===== src/rtl/ra_shadow_stack.sv =====
// Return-address shadow stack: keeps decoded return PCs for committed calls and
// checks each committed return target against the most recent one.
module ra_shadow_stack #(
  parameter int          DEPTH = 8,
  parameter int          VLEN  = 32,
  parameter logic [30:0] KEY   = 31'h73fa06c2
) (
  input  logic                       clk_i,
  input  logic                       rst_i,
  input  logic                       en_i,
  input  logic                       flush_i,
  input  logic                       clear_i,
  input  logic                       call_valid_i,
  input  logic [VLEN-1:0]            call_link_i,
  input  logic                       ret_valid_i,
  input  logic [VLEN-1:0]            ret_target_i,
  output logic                       check_valid_o,
  output logic                       mismatch_o,
  output logic                       crash_o,
  output logic                       overflow_o,
  output logic                       underflow_o,
  output logic [$clog2(DEPTH+1)-1:0] depth_o
);

  localparam int PW = $clog2(DEPTH);
  localparam int DW = $clog2(DEPTH+1);

  typedef enum logic [1:0] {DISABLED, ACTIVE, TRIPPED} state_t;

  state_t          state_q, state_d;
  logic [PW-1:0]   top_q, top_d;
  logic [DW-1:0]   cnt_q, cnt_d;
  logic            ovf_q, ovf_d;
  logic            check_q, check_d;
  logic            mism_q, mism_d;
  logic            under_q, under_d;
  logic [30:0]     mem_q [DEPTH];

  logic            mem_we;
  logic [PW-1:0]   mem_waddr;
  logic [30:0]     mem_wdata;
  logic            ops, do_pop, do_push, empty, full, hit;
  logic [PW-1:0]   top_m1;
  logic [30:0]     popped;
  logic            unused_bits;

  assign unused_bits = ^{call_link_i, ret_target_i};

  always_comb begin
    empty     = (cnt_q == '0);
    full      = (cnt_q == DW'(DEPTH));
    top_m1    = top_q - 1'b1;
    popped    = mem_q[top_m1];
    ops       = (state_q == ACTIVE) && en_i && !flush_i;
    do_pop    = ops && ret_valid_i && !empty;
    do_push   = ops && call_valid_i;
    hit       = ret_target_i[VLEN-1] && (ret_target_i[30:0] == popped);

    state_d   = state_q;
    top_d     = top_q;
    cnt_d     = cnt_q;
    ovf_d     = ovf_q;
    check_d   = do_pop;
    mism_d    = do_pop && !hit;
    under_d   = ops && ret_valid_i && empty;
    mem_we    = 1'b0;
    mem_waddr = top_q;
    mem_wdata = call_link_i[30:0] ^ KEY;

    // A same-cycle call reuses the slot the return just freed, so depth is unchanged
    if (flush_i) begin
      top_d = '0;
      cnt_d = '0;
      ovf_d = 1'b0;
    end else if (do_pop && do_push) begin
      mem_we    = 1'b1;
      mem_waddr = top_m1;
    end else if (do_pop) begin
      top_d = top_m1;
      cnt_d = cnt_q - 1'b1;
    end else if (do_push) begin
      mem_we = 1'b1;
      top_d  = top_q + 1'b1;
      if (full) ovf_d = 1'b1;
      else      cnt_d = cnt_q + 1'b1;
    end

    // Flush never moves the state; leaving ACTIVE or TRIPPED via en/clear empties the stack
    case (state_q)
      DISABLED: if (en_i && !flush_i) state_d = ACTIVE;
      ACTIVE: begin
        if (!flush_i) begin
          if (!en_i) begin
            state_d = DISABLED;
            top_d   = '0;
            cnt_d   = '0;
          end else if (mism_d) begin
            if (clear_i) begin
              top_d = '0;
              cnt_d = '0;
            end else begin
              state_d = TRIPPED;
            end
          end
        end
      end
      TRIPPED: begin
        if (!flush_i && clear_i) begin
          state_d = ACTIVE;
          top_d   = '0;
          cnt_d   = '0;
        end
      end
      default: state_d = DISABLED;
    endcase
  end

  always_ff @(posedge clk_i or posedge rst_i) begin
    if (rst_i) begin
      state_q <= DISABLED;
      top_q   <= '0;
      cnt_q   <= '0;
      ovf_q   <= 1'b0;
      check_q <= 1'b0;
      mism_q  <= 1'b0;
      under_q <= 1'b0;
    end else begin
      state_q <= state_d;
      top_q   <= top_d;
      cnt_q   <= cnt_d;
      ovf_q   <= ovf_d;
      check_q <= check_d;
      mism_q  <= mism_d;
      under_q <= under_d;
    end
  end

  // Storage has no reset; entries at or above depth_o are never read as valid
  always_ff @(posedge clk_i) begin
    if (mem_we) mem_q[mem_waddr] <= mem_wdata;
  end

  assign check_valid_o = check_q;
  assign mismatch_o    = mism_q;
  assign crash_o       = (state_q == TRIPPED);
  assign overflow_o    = ovf_q;
  assign underflow_o   = under_q;
  assign depth_o       = cnt_q;

endmodule


===== config.mk =====
export PLATFORM = sky130hd
export DESIGN_NAME = ra_shadow_stack
export DESIGN_NICKNAME = d
export VERILOG_FILES = /design/src/rtl/ra_shadow_stack.sv
export SDC_FILE = /design/constraint.sdc
export NUM_CORES = 1
export LEC_CHECK = 0
export ABC_AREA = 1
export CAP_MARGIN = 20
export CORE_ASPECT_RATIO = 0.5
export CORE_UTILIZATION = 59
export CTS_BUF_LIST = sky130_fd_sc_hd__clkbuf_8 sky130_fd_sc_hd__clkbuf_16
export CTS_CLUSTER_DIAMETER = 30
export DETAILED_ROUTE_END_ITERATION = 6
export GPL_ROUTABILITY_DRIVEN = 0
export HOLD_SLACK_MARGIN = 0.03
export PLACE_DENSITY = 0.8
export SLEW_MARGIN = 25
export SYNTH_ARGS = -nofsm -noshare
export SYNTH_HDL_FRONTEND = slang
export SYNTH_SLANG_ARGS = --single-unit

===== constraint.sdc =====
create_clock -name clk_i -period 4.83 [get_ports clk_i]
set_input_delay 0.966 -clock clk_i [delete_from_list [all_inputs] [get_ports clk_i]]
set_output_delay 0.966 -clock clk_i [all_outputs]
set_load 0.01 [all_outputs]

==> results of run 1 <==
per-stage QoR:
step | util | setup WS [ps] | power, W | instances
CTS | 0.723 | 1260 | 0.00546 | 1639
detailed placement | 0.669 | 696 | 0.00308 | 1581
floorplan | - | 775 | 0.00289 | 1266
finish | 0.723 | 1190 | 0.00544 | 1639
global route | 0.723 | 968 | 0.00562 | 1639
global placement | 0.669 | 780 | 0.00306 | 1581
placed cells by master, fill, tap and decap left out, types with 2 or more instances in the layout:
| cell | count |
|---|---|
| nand3b_1 | 14 |
| o221ai_1 | 2 |
| inv_1 | 220 |
| buf_4 | 19 |
| edfxtp_1 | 248 |
| ha_1 | 7 |
| nor2_1 | 57 |
| xor2_1 | 3 |
| o21ai_1 | 2 |
| clkinv_4 | 5 |
| dfrtp_1 | 12 |
| inv_8 | 2 |
| clkdlybuf4s50_1 | 78 |
| o211ai_1 | 6 |
| clkinv_2 | 6 |
| o21ai_0 | 21 |
| inv_6 | 2 |
| clkbuf_16 | 31 |
| nor2_4 | 8 |
| nand2_1 | 439 |
| bufinv_16 | 5 |
| nand3_1 | 143 |
| clkinv_1 | 3 |
| nand3_2 | 9 |
| or2_2 | 2 |
| a21oi_1 | 13 |
| clkinvlp_4 | 4 |
| nor3_1 | 2 |
critical path, stage by stage:
cell and delay [ps]:
clkdlybuf4s50_1 490, nand2_1 80, nor2_1 190, nand2_1 180
a21oi_4 280, inv_1 120, nor2_1 210, inv_1 220
o21ai_1 280, nand2_1 200, nor2_4 140, buf_4 460
area by class of cell:
class	count	share of cell area
inverter	221	0.0581
multi-input combinational	735	0.233
tap	266	0.0233
sequential	261	0.544
clock inverter	27	0.0213
clock buffer	31	0.0542
timing repair buffer	98	0.0660
state kept, by name, summed over array words and instances (netlist names):
name / flops
mem_q: 248
depth_o: 4
top_q: 3
state_q: 2
check_valid_o: 1
mismatch_o: 1
overflow_o: 1
underflow_o: 1
cell families after synthesis:
| family | synth area share |
|---|---|
| AO/OA/AOI/OAI | 0.0227 |
| XOR/XNOR | 0.00424 |
| adder cells (fa/ha/maj) | 0.00826 |
| buffers and inverters | 0.0895 |
| flip-flops | 0.642 |
| AND/OR/NAND/NOR | 0.234 |
per-layer routing:
metal,part of all wire,global-route usage,wire length (um)
met1,0.42,0.377,11700
met2,0.47,0.457,13200
met3,0.091,0.0504,2560
met4,0.020,0.0936,570
met5,0,0,0
final timing paths:
check	endpoint	start	cells after the start	slack [ps]
worst max-delay path	mem_q[1][16]	en_i	12	1190
worst min-delay path	overflow_o	overflow_o	2	520
worst max register to register	depth_o[2]	top_q[0]	16	1310
worst min register to register	overflow_o	overflow_o	2	520
max in group asynchronous	top_q[0]	rst_i	2	3700
min in group asynchronous	depth_o[2]	rst_i	2	750
power by group through the flow:
| stage | Sequential [W] | Combinational (W) | Clock, W |
|---|---|---|---|
| 6_report | 0.00251 | 0.000533 | 0.00240 |
| 5_1_grt | 0.00251 | 0.000599 | 0.00251 |
| 4_1_cts | 0.00251 | 0.000527 | 0.00242 |
| 3_5_place_dp | 0.00256 | 0.000519 | 0 |
| 3_3_place_gp | 0.00256 | 0.000501 | 0 |
| 2_1_floorplan | 0.00256 | 0.000338 | 0 |
==> results.py, run 1 <==
metrics = {
    "run_status": {
        "status": "completed",
    },
    "layout": {
        "regArea_um2": 7780,
        "n_antenna_cell": 0,
        "multiInputGateArea_um2": 3340,
        "nets": 1427,
        "num-fill-cells": 1269,
        "area_delta_synth_final_pct": 18.1,
        "finalInstanceArea_um2": 14300,
        "drive_above_1_share": 0.0736,
    },
    "power": {
        "p_seq_frac": 0.461,
        "power_switching_w": 0.00130,
        "pwr-share-comb": 0.098,
        "ir_drop_mv": 0.257,
        "p_per_area_nw_per_um2": 381,
        "p_leak_nw": 6.24,
        "switching_share": 0.239,
        "clkPwrFrac": 0.441,
        "power.internal_w": 0.00414,
    },
    "place": {
        "dp_hpwl_um": 16200,
        "portBuffers": 78,
        "placed_cell_area_um2": 13200,
    },
    "yosys": {
        "mappedNetlistArea_um2": 12100,
        "synthTopCellsByCount": "nand2_1, edfxtp_1, inv_1",
        "synthArstFlopShare": 0.0498,
        "synth_flop_cell": "edfxtp_1",
        "synth_area_leaders": "edfxtp_1, nand2_1, inv_1",
        "syn_area_per_cell_um2": 9.57,
        "ys_ff_latch": 261,
        "synthesis.instances": 1266,
        "synth_top_area_frac": 0.615,
        "ys_seq_area_frac": 0.642,
        "synth_top_area_cell": "edfxtp_1",
        "yosys.cell_types.count": 29,
        "synth_edf_count": 248,
        "synth_fp_nets": 1345,
        "yosysWarnings": 0,
        "synthMostInstantiatedCell": "nand2_1",
    },
    "die": {
        "io_pins": 80,
        "start_util": 0.613,
        "die_area_um2": 21100,
        "die_y_um": 103,
        "fp-row-count": 36,
        "die_x_um": 205,
        "coreArea_um2": 19800,
    },
    "route": {
        "wl_um": 27900,
        "drc": 0,
        "dr.pass1.iters": 6,
        "wl_per_cell_um": 17.1,
        "avgViaCountPerCell": 5.38,
        "drt_iter0_drc": 880,
        "ant_nets": 0,
        "via_count": 8821,
    },
    "sta": {
        "worstMarginPinSlew_ps": 826,
        "fin_crit_sh": 0.754,
        "finalSetupViolCount": 0,
        "max_slew_margin": 0.449,
        "finalHoldViolCount": 0,
        "fmax_ghz": 0.274,
        "clock_skew_ps": 18.1,
        "fin_setup_tns_ps": 0,
        "min_period_ps": 3640,
        "slew_violations": 0,
        "rsz0062_at_grt": "false",
        "holdWs_ps": 523,
    },
    "flow_run": {
        "maxCapViolations": 0,
    },
    "clock_network": {
        "cts_max_path_buffers": 3,
        "post_cts_resized": 0,
        "root_buffer": "clkbuf_16",
        "cts_made_buffers": 31,
        "cts_tree": "built",
        "clkTransAtPathRegs_ps": 60,
        "clk_latency_ps": 560,
        "h-tree-depth": 1,
        "cts_hold_buf": 0,
        "cts.sinks": 261,
        "cts_setup_buffers": 0,
    },
    "setup_path": {
        "crit_type": "primary input to register",
        "arrival_ps": 3830,
        "critPathRequiredTime_ps": 5020,
        "critical_path.max_fanout": 31,
        "start_kind": "primary input",
        "worstSetupEndpointType": "register",
    },
    "global_route": {
        "grt_pass1_wl_um": 44300,
        "grt_max_degree": 77,
        "first_global_vias": 8606,
        "grt-ovfl-total": 0,
        "grt_usage": 0.277,
        "antenna_found_initial": 0,
    },
    "worst_hold_path": {
        "hp-class": "register to register",
    },
}
(Power assumes the default switching activity.)
==> run 2, diff against run 1 <==
Settings changed: CORE_UTILIZATION 59 to 54, PLACE_DENSITY 0.8 to 0.77.
Clock period 4.83 ns to 3.1 ns, I/O delays scaled along.
==> results.py, run 2 (synthesis results as in run 1) <==
metrics = {
    "layout": {
        "final_cell_mix": "nand2_1, edfxtp_1, inv_1",
        "multiInputGateArea_um2": 3340,
        "regMostFlops": "mem_q",
        "final_common_cell": "nand2_1",
        "nets": 1445,
        "area_delta_synth_final_pct": 20.9,
        "drive_above_1_share": 0.0835,
        "num-fill-cells": 1545,
        "n_antenna_cell": 0,
        "regArea_um2": 7780,
        "largest_register_ffs": 248,
    },
    "route": {
        "drt_iter0_drc": 799,
        "dr.pass1.iters": 5,
        "ant_nets": 0,
        "via_count": 8953,
        "wl_um": 28500,
        "wl_per_cell_um": 16.8,
        "avgViaCountPerCell": 5.30,
        "drc": 0,
    },
    "clock_network": {
        "cts_setup_buffers": 0,
        "clkTransAtPathRegs_ps": 60,
        "root_buffer": "clkbuf_16",
        "h-tree-depth": 1,
        "cts_made_buffers": 31,
        "cts_hold_buf": 0,
        "cts.sinks": 261,
        "cts_max_path_buffers": 3,
        "cts_tree": "built",
        "clk_latency_ps": 560,
    },
    "sta": {
        "min_period_ps": 2890,
        "holdWs_ps": 385,
        "finalSetupViolCount": 0,
        "fmax_ghz": 0.346,
        "max_slew_margin": 0.529,
        "slew_violations": 0,
        "fin_crit_sh": 0.931,
        "rsz0062_at_grt": "false",
        "clock_skew_ps": 9.36,
        "worstMarginPinSlew_ps": 706,
        "finalHoldViolCount": 0,
    },
    "power": {
        "p_per_area_nw_per_um2": 569,
        "total_power_w": 0.00832,
        "p_leak_nw": 6.36,
        "ir_drop_mv": 0.386,
    },
    "die": {
        "die_x_um": 214,
        "io_pins": 80,
        "coreArea_um2": 21800,
        "die_area_um2": 23100,
        "die_y_um": 108,
        "start_util": 0.555,
        "fp-row-count": 38,
    },
    "flow_run": {
        "maxCapViolations": 0,
    },
    "global_route": {
        "grt_usage": 0.250,
        "grt_max_degree": 134,
        "grt-ovfl-total": 0,
        "grt_pass1_wl_um": 43600,
        "antenna_found_initial": 0,
        "first_global_vias": 8653,
    },
    "setup_path": {
        "critPathRequiredTime_ps": 3580,
        "rrSetupSlack_ps": 210,
        "start_kind": "register",
        "worstSetupEndpointType": "register",
        "critical_path.max_fanout": 36,
        "arrival_ps": 3370,
        "crit_type": "register to register",
    },
    "place": {
        "dp_hpwl_um": 17400,
        "portBuffers": 78,
    },
    "worst_hold_path": {
        "hp-class": "primary input to async pin",
    },
    "run_status": {
        "status": "completed",
    },
}
## run 2: per-layer routing
| metal | wire [um] | GRT usage | up-vias | part of all wire |
|---|---|---|---|---|
| li1 | - | - | 4267 | - |
| met3 | 2400 | 0.0458 | 51 | 0.084 |
| met5 | 0 | 0 | - | 0 |
| met2 | 13700 | 0.420 | 371 | 0.48 |
| met1 | 11700 | 0.331 | 4264 | 0.41 |
| met4 | 597 | 0.0827 | 0 | 0.021 |
## run 2: area by class of cell
class / count / area share
clock buffers: 31 / 0.0530
clock inverters: 26 / 0.0162
repair buffers: 116 / 0.0890
flip-flops and latches: 261 / 0.531
multi-input cells: 735 / 0.228
inverters: 221 / 0.0567
well taps: 300 / 0.0256
## run 2: path summary, 6_finish.rpt
| path | cells after the start | startpoint | to |
|---|---|---|---|
| min in group clk_i | 2 | overflow_o | overflow_o |
| worst min register to register | 2 | overflow_o | overflow_o |
| worst min-delay path | 2 | rst_i | overflow_o |
| worst max-delay path | 18 | top_q[0] | depth_o[3] |
| max in group asynchronous | 2 | rst_i | top_q[0] |
| worst max register to register | 18 | top_q[0] | depth_o[3] |
## run 2: power breakdown
part           leakage [nW]  switching, W  internal (W)  total, W
Sequential             2.41     0.0000161       0.00390   0.00391
Combinational          3.46      0.000563      0.000319  0.000883
Clock                 0.490       0.00150       0.00203   0.00353
Total                  6.36       0.00208       0.00624   0.00832
## run 2: worst max-delay path, stage by stage, from the launching register on
cell and delay (ps):
dfrtp_4 500, clkinv_2 110, ha_2 330, inv_2 120, buf_12 220, nor2_1 70
o21ai_0 70, nand3_1 120, nand2_1 90, nand2_1 50, nand2_1 120, nand2_1 110
nor2_1 120, nand2_1 130, nor2_1 110, nand2_1 140, nand3_2 100, nand2_2 120
a21oi_1 160
## run 2: what timing repair did
item                       in CTS  in global routing
hold endpoints to repair        0                  0
setup endpoints to repair       0                  5
resized for setup               0                  1
## run 2: metrics by stage
| stage | std cells | util | setup WS [ps] | setup TNS (ps) | area (um^2) |
|---|---|---|---|---|---|
| after floorplan | 1266 | - | -126 | -24340 | 12100 |
| after global placement | 1633 | 0.624 | -20.1 | -842 | 13600 |
| final | 1690 | 0.671 | 213 | 0 | 14600 |
| after CTS | 1690 | 0.671 | 253 | 0 | 14600 |
| after detailed placement | 1633 | 0.624 | -136 | -22140 | 13600 |
| after global routing | 1690 | 0.671 | 12.5 | 0 | 14600 |
==> run 3, diff against run 2 <==
Settings changed: CORE_MARGIN set to 2.
==> results.py, run 3 (synthesis results as in run 1) <==
metrics = {
    "global_route": {
        "grt_pass1_wl_um": 45000,
        "grt_max_degree": 134,
        "antenna_found_initial": 0,
        "first_global_vias": 8862,
        "grt-ovfl-total": 0,
        "grt_usage": 0.247,
    },
    "layout": {
        "largest_register_ffs": 248,
        "regMostFlops": "mem_q",
        "n_antenna_cell": 0,
        "layout.cells.non_filler": 1689,
        "finalInstanceArea_um2": 14700,
        "final_cell_mix": "nand2_1, edfxtp_1, inv_1",
        "drive_above_1_share": 0.0828,
        "area_delta_synth_final_pct": 21.6,
        "nets": 1444,
        "final_common_cell": "nand2_1",
        "num-fill-cells": 1481,
        "final_util": 0.675,
    },
    "place": {
        "dp_slack_ps": -83.3,
        "placed_cell_area_um2": 13600,
        "placed_cells": 1628,
        "portBuffers": 78,
        "dp_hpwl_um": 16800,
    },
    "power": {
        "ir_drop_mv": 0.315,
        "power.internal_w": 0.00657,
        "clkPwrFrac": 0.446,
        "p_per_area_nw_per_um2": 588,
        "power_switching_w": 0.00209,
        "pwr-share-comb": 0.102,
        "p_seq_frac": 0.452,
        "switching_share": 0.242,
        "p_leak_nw": 6.41,
    },
    "setup_path": {
        "arrival_ps": 3320,
        "critical_path.max_fanout": 12,
        "worstSetupEndpointType": "register",
        "critPathRequiredTime_ps": 3530,
        "crit_type": "register to register",
        "start_kind": "register",
    },
    "clock_network": {
        "cts_tree": "built",
        "cts_setup_buffers": 0,
        "clk_latency_ps": 510,
        "cts_max_path_buffers": 3,
        "cts.sinks": 261,
        "h-tree-depth": 2,
        "root_buffer": "clkbuf_16",
        "cts_hold_buf": 0,
        "cts_made_buffers": 35,
        "clkTransAtPathRegs_ps": 60,
    },
    "route": {
        "dr.pass1.iters": 5,
        "drc": 0,
        "avgViaCountPerCell": 5.26,
        "wl_um": 28600,
        "drt_iter0_drc": 1053,
        "via_count": 8880,
        "wl_per_cell_um": 16.9,
        "ant_nets": 0,
    },
    "die": {
        "die_x_um": 216,
        "coreArea_um2": 21800,
        "die_y_um": 110,
        "die_area_um2": 23700,
        "fp-row-count": 38,
        "start_util": 0.555,
        "io_pins": 80,
    },
    "sta": {
        "setup_ws_ps": 212,
        "fin_setup_tns_ps": 0,
        "worstMarginPinSlew_ps": 673,
        "finalHoldViolCount": 0,
        "min_period_ps": 2890,
        "fin_crit_sh": 0.932,
        "max_slew_margin": 0.551,
        "finalSetupViolCount": 0,
        "clock_skew_ps": 15.3,
        "slew_violations": 0,
        "fmax_ghz": 0.346,
    },
    "flow_run": {
        "maxCapViolations": 0,
    },
    "worst_hold_path": {
        "hp-class": "primary input to async pin",
    },
    "run_status": {
        "status": "completed",
    },
}
==> run 3: power groups by stage <==
stage	registers [W]	logic [W]	clock network (W)
after floorplan	0.00398	0.000528	0
after global placement	0.00398	0.000825	0
after detailed placement	0.00399	0.000859	0
after CTS	0.00391	0.000873	0.00390
after global routing	0.00392	0.000975	0.00405
final	0.00391	0.000881	0.00386
==> run 3: metrics by stage <==
stage	hold WS (ps)	total power, W
2_1_floorplan	490	0.00451
3_3_place_gp	502	0.00481
3_5_place_dp	529	0.00484
4_1_cts	477	0.00869
5_1_grt	540	0.00894
6_report	455	0.00866
==> run 3: path summary, 6_finish.rpt <==
| path | from | endpoint | slack, ps | cells past startpoint |
|---|---|---|---|---|
| max in group asynchronous | rst_i | top_q[0] | 2270 | 2 |
| worst max-delay path | top_q[0] | state_q[1] | 210 | 20 |
| worst min register to register | overflow_o | overflow_o | 530 | 2 |
| min in group clk_i | overflow_o | overflow_o | 530 | 2 |
| worst max register to register | top_q[0] | state_q[1] | 210 | 20 |
| worst min-delay path | rst_i | depth_o[1] | 450 | 2 |
==> run 3: repair_timing <==
item | CTS | global route
setup endpoints to repair | 0 | 9
endpoints found under the hold margin | 0 | 0
gates resized for setup | 0 | 2
==> run 3: layout make-up <==
class,instances,area (um^2),share of cell area
inverter,221,833,0.0566
sequential,261,7780,0.528
clock buffer,35,876,0.0595
clock inverter,26,250,0.0170
timing repair buffer,111,1280,0.0868
tap,300,375,0.0255
multi-input combinational,735,3340,0.227
==> run 3: worst max-delay path, cell delays in order, from the launching register on <==
cell and delay [ps]:
dfrtp_4 490, clkinv_2 80, ha_2 300, inv_4 190
buf_4 250, nor2_1 60, o21ai_0 70, nand3_1 110
nand2_1 90, nand2_1 50, nand2_1 110, nand2_1 100
nor2_1 120, nand2_1 110, nor2_1 100, nand2_1 150
nand2_1 130, nand2_1 80, nand2_1 100, nand2_1 60
nand2_1 60
==> run 3: layer usage <==
layer,track usage,vias up,wire [um]
met5,0,-,0
met1,0.322,4185,11900
met3,0.0456,63,2280
li1,-,4258,-
met2,0.426,374,13800
met4,0.0818,0,619
